<file path="src/rtl/ifu_pkg.sv">
// Shared types and constants for the instruction fetch unit.
package ifu_pkg;

  localparam logic [31:0] PC_RESET  = 32'h0000_3000;
  localparam int          IM_AW     = 12;
  localparam logic [31:0] NOP_INSTR = 32'h0000_0000;

  typedef enum logic [1:0] {
    NPC_SEQ    = 2'd0,
    NPC_BRANCH = 2'd1,
    NPC_JUMP   = 2'd2,
    NPC_JREG   = 2'd3
  } npc_sel_e;

  function automatic logic [31:0] branch_offset(input logic [15:0] imm16);
    return {{14{imm16[15]}}, imm16, 2'b00};
  endfunction

endpackage

</file>
<file path="src/rtl/ifu_if.sv">
// Fetch-side bundle: redirect/stall inputs from ID and hazard unit, ROM port, IF/ID outputs.
interface ifu_if #(
  parameter int AW = ifu_pkg::IM_AW
) ();

  logic                  stall;
  ifu_pkg::npc_sel_e     npc_sel;
  logic                  br_taken;
  logic [15:0]           imm16_d;
  logic [25:0]           imm26_d;
  logic [31:0]           jr_target;
  logic [AW-1:0]         im_addr;
  logic [31:0]           im_instr;
  logic [31:0]           pc_f;
  logic                  addr_err_f;
  logic [31:0]           instr_d;
  logic [31:0]           pc_d;
  logic [31:0]           pc8_d;

  modport master (
    input  stall, npc_sel, br_taken, imm16_d, imm26_d, jr_target, im_instr,
    output im_addr, pc_f, addr_err_f, instr_d, pc_d, pc8_d
  );

  modport slave (
    output stall, npc_sel, br_taken, imm16_d, imm26_d, jr_target, im_instr,
    input  im_addr, pc_f, addr_err_f, instr_d, pc_d, pc8_d
  );

endinterface

</file>
<file path="src/rtl/ifu_npc.sv">
// Combinational next-PC selection; redirect targets are relative to the ID-stage PC.
module ifu_npc
  import ifu_pkg::*;
(
  input  logic [31:0] pc_f,
  input  logic [31:0] pc_d,
  input  npc_sel_e    npc_sel,
  input  logic        br_taken,
  input  logic [15:0] imm16_d,
  input  logic [25:0] imm26_d,
  input  logic [31:0] jr_target,
  output logic [31:0] npc
);

  logic [31:0] seq_pc;
  logic [31:0] br_pc;
  logic [31:0] jmp_pc;

  always_comb begin
    seq_pc = pc_f + 32'd4;
    br_pc  = pc_d + 32'd4 + branch_offset(imm16_d);
    jmp_pc = {pc_d[31:28], imm26_d, 2'b00};
    npc    = seq_pc;
    unique case (npc_sel)
      NPC_SEQ:    npc = seq_pc;
      NPC_BRANCH: npc = br_taken ? br_pc : seq_pc;
      NPC_JUMP:   npc = jmp_pc;
      NPC_JREG:   npc = jr_target;
      default:    npc = seq_pc;
    endcase
  end

endmodule

</file>
<file path="src/rtl/ifu.sv">
// Instruction fetch unit: PC register, ROM address translation, range check and IF/ID register.
module ifu
  import ifu_pkg::*;
#(
  parameter logic [31:0] RESET_PC = PC_RESET,
  parameter int          AW       = IM_AW
) (
  input  logic clk,
  input  logic reset,
  ifu_if.master bus
);

  localparam logic [31:0] PC_LAST = RESET_PC + 32'((64'd1 << (AW + 2)) - 64'd4);

  logic [31:0] pc_f_q,     pc_f_d;
  logic [31:0] pc_id_q,    pc_id_d;
  logic [31:0] instr_id_q, instr_id_d;
  logic [31:0] npc;
  logic [31:0] pc_off;
  logic        addr_err;

  ifu_npc u_npc (
    .pc_f      (pc_f_q),
    .pc_d      (pc_id_q),
    .npc_sel   (bus.npc_sel),
    .br_taken  (bus.br_taken),
    .imm16_d   (bus.imm16_d),
    .imm26_d   (bus.imm26_d),
    .jr_target (bus.jr_target),
    .npc       (npc)
  );

  always_comb begin
    pc_off   = pc_f_q - RESET_PC;
    addr_err = (pc_f_q[1:0] != 2'b00) || (pc_f_q < RESET_PC) || (pc_f_q > PC_LAST);
  end

  // PC and IF/ID always advance or hold together
  always_comb begin
    pc_f_d     = pc_f_q;
    pc_id_d    = pc_id_q;
    instr_id_d = instr_id_q;
    if (!bus.stall) begin
      pc_f_d     = npc;
      pc_id_d    = pc_f_q;
      instr_id_d = addr_err ? NOP_INSTR : bus.im_instr;
    end
  end

  always_ff @(posedge clk or posedge reset) begin
    if (reset) begin
      pc_f_q     <= RESET_PC;
      pc_id_q    <= 32'd0;
      instr_id_q <= NOP_INSTR;
    end else begin
      pc_f_q     <= pc_f_d;
      pc_id_q    <= pc_id_d;
      instr_id_q <= instr_id_d;
    end
  end

  assign bus.im_addr    = pc_off[AW+1:2];
  assign bus.pc_f       = pc_f_q;
  assign bus.addr_err_f = addr_err;
  assign bus.instr_d    = instr_id_q;
  assign bus.pc_d       = pc_id_q;
  assign bus.pc8_d      = pc_id_q + 32'd8;

endmodule

</file>
<file path="src/flat_wrapper.sv">
// flat-port wrapper written by rule: the top's interface ports become plain ports
module ifu_flat import ifu_pkg::*;
#(
  parameter logic [31:0] RESET_PC = PC_RESET,
  parameter int          AW       = IM_AW
)
  (clk, reset, bus_stall, bus_npc_sel, bus_br_taken, bus_imm16_d, bus_imm26_d, bus_jr_target, bus_im_instr, bus_im_addr, bus_pc_f, bus_addr_err_f, bus_instr_d, bus_pc_d, bus_pc8_d);
  ifu_if #(.AW(AW)) bus_i ();
  input  logic clk;
  input  logic reset;
  input wire logic [$bits(bus_i.stall)-1:0] bus_stall;
  input wire logic [$bits(bus_i.npc_sel)-1:0] bus_npc_sel;
  input wire logic [$bits(bus_i.br_taken)-1:0] bus_br_taken;
  input wire logic [$bits(bus_i.imm16_d)-1:0] bus_imm16_d;
  input wire logic [$bits(bus_i.imm26_d)-1:0] bus_imm26_d;
  input wire logic [$bits(bus_i.jr_target)-1:0] bus_jr_target;
  input wire logic [$bits(bus_i.im_instr)-1:0] bus_im_instr;
  output wire logic [$bits(bus_i.im_addr)-1:0] bus_im_addr;
  output wire logic [$bits(bus_i.pc_f)-1:0] bus_pc_f;
  output wire logic [$bits(bus_i.addr_err_f)-1:0] bus_addr_err_f;
  output wire logic [$bits(bus_i.instr_d)-1:0] bus_instr_d;
  output wire logic [$bits(bus_i.pc_d)-1:0] bus_pc_d;
  output wire logic [$bits(bus_i.pc8_d)-1:0] bus_pc8_d;
  assign bus_i.stall = bus_stall;
  assign bus_i.npc_sel = bus_npc_sel;
  assign bus_i.br_taken = bus_br_taken;
  assign bus_i.imm16_d = bus_imm16_d;
  assign bus_i.imm26_d = bus_imm26_d;
  assign bus_i.jr_target = bus_jr_target;
  assign bus_i.im_instr = bus_im_instr;
  assign bus_im_addr = bus_i.im_addr;
  assign bus_pc_f = bus_i.pc_f;
  assign bus_addr_err_f = bus_i.addr_err_f;
  assign bus_instr_d = bus_i.instr_d;
  assign bus_pc_d = bus_i.pc_d;
  assign bus_pc8_d = bus_i.pc8_d;
  ifu #(.RESET_PC(RESET_PC), .AW(AW)) u_core (.clk(clk), .reset(reset), .bus(bus_i));
endmodule
</file>
<file path="config.mk">
export PLATFORM = sky130hd
export DESIGN_NAME = ifu_flat
export DESIGN_NICKNAME = d
export VERILOG_FILES = /design/src/rtl/ifu_pkg.sv /design/src/rtl/ifu_if.sv /design/src/rtl/ifu_npc.sv /design/src/rtl/ifu.sv /design/src/flat_wrapper.sv
export SDC_FILE = /design/constraint.sdc
export NUM_CORES = 1
export LEC_CHECK = 0
export CAP_MARGIN = 10
export CORE_UTILIZATION = 51
export CTS_CLUSTER_SIZE = 10
export DETAILED_ROUTE_END_ITERATION = 10
export PLACE_DENSITY_LB_ADDON = 0.2
export SYNTH_ARGS = -nofsm -noshare
export SYNTH_HDL_FRONTEND = slang
export SYNTH_SLANG_ARGS = --single-unit
</file>
<file path="constraint.sdc">
create_clock -name clk -period 5.5 [get_ports clk]
set_input_delay 0.55 -clock clk [delete_from_list [all_inputs] [get_ports clk]]
set_output_delay 0.55 -clock clk [all_outputs]
set_load 0.02 [all_outputs]
</file>
# After elaboration in Yosys (flattened, before gate mapping)
# Cells that the tools add are included.
[totals]
register_bits = 96
output_inout_bits = 141
in_bits = 112
word_cells = 20
[classes]
n_mux = 3
reduce_logical = 4
order_cmp = 2
n_eq_ne = 3
n_addsub = 5
[op_table]
columns = ["operator", "count"]
rows = [
  ["case mux 32 bit (4 select lines)", 1],
  ["adder 32 x 3 -> 32 bit, second input constant", 2],
  ["two-way mux 32 bit", 2],
  ["adder 32 bit", 1],
  ["adder 32 x 4 -> 32 bit, second input constant", 1],
  ["> comparator 32 x 15 -> 1 bit, second input constant", 1],
  ["less-than comparator 32 x 14 -> 1 bit, second input constant", 1],
  ["subtractor 14 bit, second input constant", 1],
  ["== test 2 bit, second input constant", 2],
  ["== test 2 x 1 -> 1 bit, second input constant", 1],
  ["logical NOT 2 bit", 1],
  ["logical OR 1 bit", 2],
  ["nonzero test 2 bit", 1],
]

# Longest topological paths before layout
# Gate-level depths: netlist of the first run.
[depth]
depth_word = 4
mapped_depth = 12
ltp_nobuf = 12

# Cells and area by module
# A second synthesis of the first run with hierarchy kept.
[unflattened]
cells_unflattened = 843
area_unflattened_um2 = 7805.0
[by_module_without_submodules]
columns = ["mod", "n_inst", "area_per_inst_um2", "cells_per_inst", "seq_area_each_um2"]
rows = [
  ["ifu", 1, 4440.5, 380, 2404.8],
  ["ifu_npc", 1, 3364.5, 463, 0.0],
]

# Least setup slack after synthesis of the first run
# No wires, ideal clock.
[synth_timing]
path_kind = "flip-flop to flip-flop"
from = "reg u_core.pc_id_q[3], in the netlist u_core.bus.pc_d[3]"
to = "reg u_core.pc_f_q[21], in the netlist u_core.bus.pc_f[21]"
stages_incl_launch_ff = 11
path_buffers = 0
required_ns = 5.374
setup_slack_ns = 2.448
period_less_slack_ns = 3.052
setup_time_ns = 0.126
t_arrival_ns = 2.927
path_cell_list = "dfrtp_1 -> ha_1 -> ha_1 -> fa_1 -> a211oi_1 -> o211ai_1 -> a41oi_2 -> o221ai_2 -> or3b_1 -> a21boi_1 -> o21ai_1"
[synth_via]
elab_chain_len = 4
[synth_lines]
columns = ["item", "line", "rtl"]
rows = [
  ["start, declared", "ifu.sv:16", "logic [31:0] pc_id_q, pc_id_d;"],
  ["start signal, assigned", "ifu.sv:57", "pc_id_q <= pc_id_d;"],
  ["adder 32 x 3 -> 32 bit", "ifu_npc.sv:21", "br_pc = pc_d + 32'd4 + branch_offset(imm16_d);"],
  ["adder 32 bit", "ifu_npc.sv:21", ""],
  ["two-way mux 32 bit", "ifu_npc.sv:26", "NPC_BRANCH: npc = br_taken ? br_pc : seq_pc;"],
  ["case mux 32 bit (4 select lines)", "ifu_npc.sv:24", "unique case (npc_sel)"],
  ["end signal, assigned", "ifu.sv:56", "pc_f_q <= pc_f_d;"],
  ["end, declared", "ifu.sv:15", "logic [31:0] pc_f_q, pc_f_d;"],
]
# Every way passes these cells.
# A chain may end at the register's enable or synchronous reset.

# Worst setup path after layout of the first run
[layout_timing]
from = "reg u_core.pc_id_q[5], in the netlist u_core.bus.pc_d[5]"
to = "out bus_pc8_d[26]"
[layout_via]
elab_chain_len = 1
[layout_lines]
columns = ["item", "line", "rtl"]
rows = [
  ["adder 32 x 4 -> 32 bit", "ifu.sv:67", "assign bus.pc8_d = pc_id_q + 32'd8;"],
  ["end, declared", "flat_wrapper.sv:23", "output wire logic [$bits(bus_i.pc8_d)-1:0] bus_pc8_d;"],
]
# Every way passes these cells.

==> impl_results.md, run 1 <==
* Reg area at 2400 um2
* Pwr Density at 349 nW/um2
* Crit-path max cell delay at 620 ps
* Maximum clock path buffer count at 2
* HP Class: flop to flop
* TritonCTS Buffers at 9
* Psw at 1.60 mW
* Post-Place Cells at 1326
* Commonest non-fill, non-tap cell in the layout: clkdlybuf4s50_1
* CP Launch Type: flop
* Via count at 8156
* Synth top area share at 0.301
* Final nets at 1327
* Ant. Diodes at 0
* Largest net degree at the start of global routing at 92
* Clock latency at the later pin of the worst-skew pair at 360 ps
* CP top delay family: simple AND/OR/NAND/NOR gates
* Largest family of logic cells by synthesized area: simple AND/OR/NAND/NOR gates
* F_max at 268 MHz
* Layout cells sized above 1 at 0.0674
* Leak Pwr at 4.61 nW
* DR DRC count at 0
* PortBufs at 252
* ANT nets after route at 0
* Max H-tree Level at 3
* Wire per inst at 18.9 um
* Ys async rst share at 1.00
* Area Growth Syn to Fin at 36.2%
* CP bufs+invs at 1
* Adder-cell share of the synthesized area at 0.100
* Die ar. at 15800 um2
* Tot GR Track Use at 0.320
* Non-Filler Instances at 1342
* Post-synthesis cell type count at 76
* Max-slew violations at 0
* Sw frac at 0.431
* Synth area leaders: dfrtp_1 (30%), ha_1 (9.8%), nand2_1 (7.3%), mux2_2 (4.8%), nand3_1 (4.5%)
* Worst reg-to-reg setup slack at 2140 ps
* Post-synth top area cell: dfrtp_1
* Post-Synth Simple-Gate Area at 0.229
* Slowest stage cell, crit path: clkdlybuf4s50_1
* Synth Register Bits at 96
* Setup tns final at 0 ps
* Post-synthesis cell count at 950
* CORE AREA at 14800 um2
* First-pass detailed-route iteration total at 6
* CTS tree: built
* Xor-xnor portion of the synthesized cell area at 0.0594
* Post-layout min period at 3730 ps
* Hold_buf cts at 0
* Worst Skew at 13.4 ps
* Area fraction in compound gates after synthesis at 0.182
* Site Rows at 44
* Post-cts repair resize count at 0
* Final setup fails at 0
* Crit path required time at 4950 ps
* Crit path arrival time at 3180 ps
* Top FF cell, synth: dfrtp_1
* Comb power frac at 0.520
* Unrepaired setup endpoints after global routing: no
* Total global routing overflow at 0
* Seq pwr share at 0.289
* Number of global-route vias before repair at 7694
* Gpl congestion at 0.941
* Slew @ Worst Pin at 960 ps
* Initial DRC count at 721
* Hpwl dp at 18600 um
* Post-Syn Area at 7810 um2
* First-pass GRT wire length at 40200 um
* Worst-path cell chain: and3_1 -> and4_1 -> nand2_1 -> nor2_1 -> and3_1 -> nand3_1 -> xnor2_1 -> clkdlybuf4s50_1
* Clock Power Share at 0.191
* Commonest cells after routing, fill and taps aside: clkdlybuf4s50_1 (250), nand2_1 (153), dfrtp_1 (94)
* Initial Util at 0.530
* Number of antenna violations at the first check in global routing at 0
* Slew headroom at 0.360
* Critical path class: flop to primary output
* Mux cell area share after synthesis at 0.0700
* Synthesized net count at 1124
* Worst setup EP type: primary output
* Status: completed
* Top-level port count at 253
* Final core occ at 0.721
* Register area share after synthesis at 0.308
* Vias per cell at 6.08
* Final hold vios at 0
* Peak supply drop at 0.252 mV
* Drt total wl at 25400 um
* EDFF count, synth at 0
* Final Cycle Share at 0.679
* Post-CTS Setup Inserts at 0
* Clk root buf: clkbuf_16
* Worst-path maximum fanout at 7
* Die height at 126 um
* Pint at 2.11 mW
* Ys Warns at 0
* Max Cap Violations at 0
* Footprint of the multi-input gates at 5020 um2
* FILL cells at 1202
* Syn Area/Cell at 8.22 um2
* Clock tree sinks at 96
* Clock slew at reported path FFs at 70 ps
* Most frequent CP cell: and3_1
* Die W at 126 um
==> metrics by stage <==
step	area (um2)	hold WS, ps	power (mW)	setup WS (ps)
3_5_place_dp	10300	458	2.97	1730
6_report	10600	471	3.71	1770
3_3_place_gp	10300	453	2.94	1790
2_1_floorplan	7810	537	2.21	2450
4_1_cts	10600	476	3.69	1760
5_1_grt	10600	492	3.91	1590
==> state kept, by name (all words and copies together) (netlist names) <==
signal / cells
u_core.bus.instr_d: 32
u_core.bus.pc_d: 32
u_core.bus.pc_f: 32
==> Yosys cell counts (3+ instances only) <==
| cell type | count |
|---|---|
| nand3_1 | 71 |
| dfrtp_1 | 94 |
| xor2_1 | 18 |
| nor3_1 | 11 |
| o32ai_1 | 3 |
| and3_1 | 13 |
| nand2_1 | 153 |
| a21oi_1 | 61 |
| or2_2 | 3 |
| a31oi_1 | 8 |
| o22ai_1 | 11 |
| buf_2 | 6 |
| clkbuf_1 | 45 |
| o21ai_1 | 16 |
| or3_1 | 6 |
| mux2_2 | 33 |
| nor2_1 | 58 |
| nor2b_1 | 7 |
| a21o_1 | 13 |
| buf_4 | 13 |
| inv_1 | 23 |
| nor4_1 | 7 |
| xnor2_1 | 35 |
| nand4_1 | 17 |
| ha_1 | 61 |
| o211ai_1 | 8 |
| o31ai_1 | 6 |
| o21ai_0 | 47 |
| nand2b_1 | 5 |
| a221oi_1 | 8 |
| and2_1 | 6 |
| a211oi_1 | 4 |
| buf_1 | 3 |
| and4_1 | 8 |
| mux2i_1 | 13 |
==> logic make-up (layout without fill, tap and decap cells) <==
group                    count (synthesis)  after routing
AO/OA/AOI/OAI                          223            223
XOR/XNOR                                53             53
adder cells (fa/ha/maj)                 62             62
buffers and inverters                   91            299
flip-flops                              96             96
multiplexers                            49             49
AND/OR/NAND/NOR                        376            376
==> final timing paths <==
| path | start | to | cells past startpoint |
|---|---|---|---|
| worst max-delay path | u_core.bus.pc_d[5]$_DFFE_PP0N_ | bus_pc8_d[26] | 8 |
| worst min-delay path | u_core.bus.instr_d[25]$_DFFE_PP0N_ | u_core.bus.instr_d[25]$_DFFE_PP0N_ | 2 |
| worst max register to register | u_core.bus.pc_d[3]$_DFFE_PP0N_ | u_core.bus.pc_f[29]$_DFFE_PP0N_ | 10 |
| worst min register to register | u_core.bus.instr_d[25]$_DFFE_PP0N_ | u_core.bus.instr_d[25]$_DFFE_PP0N_ | 2 |
| max in group asynchronous | reset | u_core.bus.pc_f[24]$_DFFE_PP0N_ | 3 |
| min in group asynchronous | reset | u_core.bus.pc_f[5]$_DFFE_PP0N_ | 2 |
==> worst reg2reg max path, cell delays in order (launching register included) <==
cell	delay (ps)
dfrtp_1	460
ha_1	320
ha_1	220
fa_1	420
a211oi_1	370
o211ai_1	240
a41oi_2	340
o221ai_2	240
and4b_1	240
o31ai_1	240
o211ai_1	110
==> final cells by class <==
type / instances / share of cell area
sequential: 96 / 0.226
multi-input combinational: 763 / 0.472
inverter: 24 / 0.00870
timing repair buffer: 259 / 0.241
clock buffer: 9 / 0.0212
clock inverter: 7 / 0.00953
tap: 184 / 0.0216
==> power groups by stage <==
| stage | Sequential [mW] | Clock [mW] | Combinational [mW] |
|---|---|---|---|
| after detailed placement | 1.08 | 0 | 1.89 |
| final | 1.07 | 0.709 | 1.93 |
| after floorplan | 1.13 | 0 | 1.08 |
| after global routing | 1.09 | 0.740 | 2.08 |
| after CTS | 1.06 | 0.712 | 1.91 |
| after global placement | 1.07 | 0 | 1.87 |
==> routing by layer <==
metal / part of all wire / up-vias / global-route usage
li1: - / 3847 / -
met4: 0.035 / 0 / 0.118
met5: 0 / - / 0
met1: 0.41 / 3783 / 0.406
met3: 0.076 / 71 / 0.0573
met2: 0.48 / 455 / 0.546
(Power assumes the default switching activity.)
==> inputs of run 2 (changes only) <==
--- a/config.mk
+++ b/config.mk
@@ -6,7 +6,7 @@
 export NUM_CORES = 1
 export LEC_CHECK = 0
 export CAP_MARGIN = 10
-export CORE_UTILIZATION = 51
+export CORE_UTILIZATION = 48
 export CTS_CLUSTER_SIZE = 10
 export DETAILED_ROUTE_END_ITERATION = 10
 export PLACE_DENSITY_LB_ADDON = 0.2
==> constraint.sdc (replaced) <==
create_clock -name clk -period 3.7 [get_ports clk]
set_input_delay 0.37 -clock clk [delete_from_list [all_inputs] [get_ports clk]]
set_output_delay 0.37 -clock clk [all_outputs]
set_load 0.02 [all_outputs]
==> run 2 against run 1 <==
Global-route usage down 1.6 points. Clock skew is 5.0 ps lower. Core utilization is 4.5 points lower. Register-to-register slack lost 1900 ps. Non-clock buffer count increased by 9. Count of clock-buffer cells in the layout grew 1. Sequential power grew 49%. Worst setup slack got worse by 1500 ps. Total power up 48%. Cell area increased by 0.91%. Clock power rose by 44%. Sequential share of layout area shrank 0.20 points. Highest routed layer unchanged.
==> impl_results.md, run 2 (synthesis results as in run 1) <==
* Status: completed
* ANT nets after route at 0 (unchanged)
* Post-layout min period at 3440 ps
* Layout cells sized above 1 at 0.0763 (+0.00891)
* Unrepaired setup endpoints after global routing: no
* Die ar. at 16800 um2 (+6.1%)
* Largest net degree at the start of global routing at 90 (-2.2%)
* Final core occ at 0.676 (-0.0453)
* DR DRC count at 0 (unchanged)
* Total global routing overflow at 0 (unchanged)
* Drt total wl at 25700 um (+1.4%)
* Worst-path maximum fanout at 7 (unchanged)
* Crit path arrival time at 3070 ps (-110 ps)
* Vias per cell at 5.83 (-4.0%)
* First-pass detailed-route iteration total at 5 (-1)
* Wire per inst at 18.6 um (-1.6%)
* Clk root buf: clkbuf_16
* Top-level port count at 253 (unchanged)
* Final Cycle Share at 0.929
* Initial DRC count at 766 (+6.2%)
* Site Rows at 46 (+4.5%)
* Worst Skew at 8.39 ps (-4.97 ps)
* Final nets at 1336 (+0.68%)
* HP Class: flop to flop
* Clock slew at reported path FFs at 70 ps (about the same)
* Post-CTS Setup Inserts at 0 (unchanged)
* Final hold vios at 0 (unchanged)
* Final setup fails at 0 (unchanged)
* Dpl cell area at 10400 um2 (+1.0%)
* PortBufs at 252 (unchanged)
* Tot GR Track Use at 0.304 (-0.0161)
* Ant. Diodes at 0 (unchanged)
* Die W at 130 um (+3.0%)
* CP Launch Type: flop
* Crit path required time at 3330 ps (-1620 ps)
* Die height at 130 um (+3.0%)
* Slew @ Worst Pin at 1020 ps (+60.3 ps)
* Clock tree sinks at 96 (unchanged)
* Critical path class: flop to primary output
* F_max at 291 MHz
* CTS tree: built
* Worst setup EP type: primary output
* TritonCTS Buffers at 9 (unchanged)
* Slew headroom at 0.320 (-0.0402)
* Pwr Density at 511 nW/um2 (+47%)
* Maximum clock path buffer count at 2 (unchanged)
* First-pass GRT wire length at 39600 um (-1.3%)
* Peak supply drop at 0.344 mV (+37%)
* Gpl congestion at 0.922 (-2.1%)
* Leak Pwr at 4.65 nW (+0.90%)
* Max-slew violations at 0 (unchanged)
* Max H-tree Level at 3 (unchanged)
* Post-route cell area at 10700 um2 (+0.91%)
* Via count at 8067 (-1.1%)
* Commonest cells after routing, fill and taps aside: clkdlybuf4s50_1 (250), nand2_1 (153), dfrtp_1 (94)
* Number of global-route vias before repair at 7401 (-3.8%)
* Commonest non-fill, non-tap cell in the layout: clkdlybuf4s50_1
* Initial Util at 0.492 (-0.0377)
* Hpwl dp at 19200 um (+3.4%)
* CORE AREA at 15900 um2 (+7.7%)
* Number of antenna violations at the first check in global routing at 0 (unchanged)
* Max Cap Violations at 0 (unchanged)
* Setup tns final at 0 ps (unchanged)
* Clock latency at the later pin of the worst-skew pair at 360 ps (about the same)
* Area Growth Syn to Fin at 37.4%
==> run 2: final timing paths <==
kind	startpoint	end	slack [ps]	cells after the start
hold reg to reg	u_core.bus.instr_d[19]$_DFFE_PP0N_	u_core.bus.instr_d[19]$_DFFE_PP0N_	480	2
setup / recovery	u_core.bus.pc_d[5]$_DFFE_PP0N_	bus_pc8_d[26]	260	8
min in group asynchronous	reset	u_core.bus.instr_d[28]$_DFFE_PP0N_	600	2
hold / removal	u_core.bus.instr_d[19]$_DFFE_PP0N_	u_core.bus.instr_d[19]$_DFFE_PP0N_	480	2
max in group asynchronous	reset	u_core.bus.pc_d[27]$_DFFE_PP0N_	2310	3
setup reg to reg	u_core.bus.pc_d[3]$_DFFE_PP0N_	u_core.bus.pc_f[21]$_DFFE_PP0N_	280	10
==> run 2: critical path, stage by stage, from the launching register on <==
cell and delay (ps):
dfrtp_1 480, and3_1 240, and4_1 350, nand2_1 150, nor2_1 240, and3_1 330
nand3_1 130, xnor2_1 150, clkdlybuf4s50_1 620
==> run 2: layout make-up <==
type	count	area, um2
well taps	216	270
clock buffers	10	239
repair buffers	268	2640
multi-input cells	763	5020
fillers	1380	5150
clock inverters	6	72.6
flip-flops and latches	96	2400
inverters	24	92.6
==> run 2: report_power, final <==
group          switching [mW]  leakage (nW)  internal (mW)  total [mW]
logic                    1.55          3.28           1.33        2.88
registers               0.373          1.22           1.22        1.59
clock network           0.465         0.150          0.552        1.02
==> run 2: timing repair <==
item	4_1_cts	5_1_grt
setup endpoints to repair	0	4
hold buffers	0	0
resized for setup	0	2
==> run 2: stage by stage <==
| stage | power [mW] | worst slack [ps] | instances | hold slack (ps) |
|---|---|---|---|---|
| finish | 5.49 | 263 | 1383 | 476 |
| global route | 5.80 | 78.4 | 1383 | 496 |
| CTS | 5.48 | 103 | 1383 | 476 |
| detailed placement | 4.44 | 60.2 | 1367 | 459 |
| global placement | 4.40 | 168 | 1367 | 453 |
| floorplan | 3.29 | 648 | 950 | 515 |
==> run 2: per-layer routing <==
metal | share of wire | GRT usage | vias to the layer above | wire (um)
met5 | 0 | 0 | - | 0
met4 | 0.028 | 0.106 | 0 | 710
met3 | 0.074 | 0.0574 | 54 | 1900
met2 | 0.48 | 0.497 | 382 | 12300
met1 | 0.42 | 0.402 | 3776 | 10900
li1 | - | - | 3855 | -
==> RTL edit (config.mk and constraints of run 2) <==
The package constant `IM_AW` goes from 12 to 13.
--- a/src/rtl/ifu_pkg.sv
+++ b/src/rtl/ifu_pkg.sv
@@ -2,7 +2,7 @@
 package ifu_pkg;
 
   localparam logic [31:0] PC_RESET  = 32'h0000_3000;
-  localparam int          IM_AW     = 12;
+  localparam int          IM_AW     = 13;
   localparam logic [31:0] NOP_INSTR = 32'h0000_0000;
 
   typedef enum logic [1:0] {
Interface: changed (resized bus_im_addr); port bits go from 253 to 254. The function was not compared with the original's and may differ.
==> RTL edit against run 2 <==
- synthesized area is 1.0% lower
- sequential cell count is the same
- total power fell by 1.7%
- setup slack got worse by 160 ps
- hold slack worse by 25 ps
- routed wire length fell by 2.5%
- final area down 0.80%
- first-iteration DRC count shrank 20%
- critical endpoint is now bus_addr_err_f
==> RTL edit: results (changes against run 2) <==
Power and ir drop
  – Worst VDD drop: 0.270 mV (-22%)
  – Switch share: 42.7% (-0.87 points)

Global routing
  – GR Util met2: 49.3% (-0.45 points)
  – Vias in the first global route: 7446 (+0.61%)
  – GR Util met1: 40.9% (+0.68 points)
  – Met3 Use GR: 5.95% (+0.21 points)
  – Global-route wire length before repair: 39.5 mm (-0.37%)
  – GRT Resource Usage Total: 30.5% (+0.14 points)

Timing
  – Clock skew: 7.83 ps (-0.556 ps)
  – Hold Slack: 452 ps (-24.7 ps)
  – Normalized max-slew margin: 46.2% (+14 points)
  – Minimum clock period: 3600 ps (+159 ps)

Synthesis
  – Post-synthesis adder-cell area fraction: 10.1% (+0.11 points)
  – Synth top area cells: dfrtp_1 (30%), ha_1 (9.9%), nand2_1 (6.2%)
  – Xor/xnor share of the synthesized area: 5.78% (-0.16 points)
  – Post-synthesis mux area share: 7.23% (+0.24 points)
  – Seq/Total Area, Yosys: 31.1% (+0.32 points)
  – Synth top cells by count: nand2_1 (127), dfrtp_1 (94), ha_1 (61), nor2_1 (61), o21ai_0 (59)
  – Synthesized instance count: 920 (-3.2%)
  – Compound-gate portion of the synthesized area: 21.2% (+3.0 points)
  – Syn_nets: 1094 (-2.7%)
  – Cell variety after synth: 73 (-3.9%)

Outcome
  – Status: finished, final reports clean

Placed design
  – Post-DP HPWL: 18.7 mm (-2.8%)
  – Port buffer count: 253 (+0.40%)
  – Routability cong.: 0.907 (-1.6%)
  – Dpl cell area: 10300 um^2 (-0.72%)
  – Placed Instances: 1337 (-2.2%)

Worst setup path
  – WP data arrival: 3230 ps (+160 ps)
  – Worst-case reg-to-reg path depth: 12 (+2)
  – Worst Setup EP: bus_addr_err_f
  – Crit path launch: u_core.bus.pc_f[3]$_DFFE_PP0N_
  – R2R Path End: u_core.bus.pc_f[31]$_DFFE_PP0N_
  – Reg2Reg Setup Slack: 350 ps (+70 ps)
  – CP peak stage delay: 590 ps (-30 ps)

Cells and area
  – Diodes inserted: 0 (unchanged)
  – Final Non-Filler Cells: 1353 (-2.2%)
  – Layout cells sized above 1: 7.30% (-0.33 points)
  – Fill count: 1365 (-1.1%)

Route
  – Wire length per cell: 18.5 um (-0.38%)
  – Via count: 7954 (-1.4%)
  – Met3 WL: 2.02 mm (+6.3%)
  – 1st-iter DRT viols: 613 (-20%)
  – Met1 WL: 10.9 mm (+0.65%)
  – Met2 wire length: 11.6 mm (-5.7%)
==> RTL edit: power by group through the flow <==
stage               clock (mW)  sequential [mW]  combinational, mW
finish                   0.989             1.59               2.81
global route              1.04             1.63               3.05
CTS                       1.00             1.58               2.80
detailed placement           0             1.60               2.79
global placement             0             1.60               2.75
floorplan                    0             1.67               1.60
==> RTL edit: layout make-up <==
cell class                 count  area, um^2  area share (%)
clock inverter                 7        78.8           0.740
timing repair buffer         268        2650            24.9
tap                          216         270            2.54
sequential                    96        2400            22.6
inverter                      22        85.1           0.799
multi-input combinational    735        4930            46.3
clock buffer                   9         225            2.11
==> RTL edit: worst register-to-register path, delay by kind of cell (launching register included) <==
family                     cells  cell delay (ps)
AOI/OAI and AO/OA              5             1330
adders and majority gates      3              880
and+or+nand+nor                3              510
DFF                            1              480
buffers and inverters          1               50
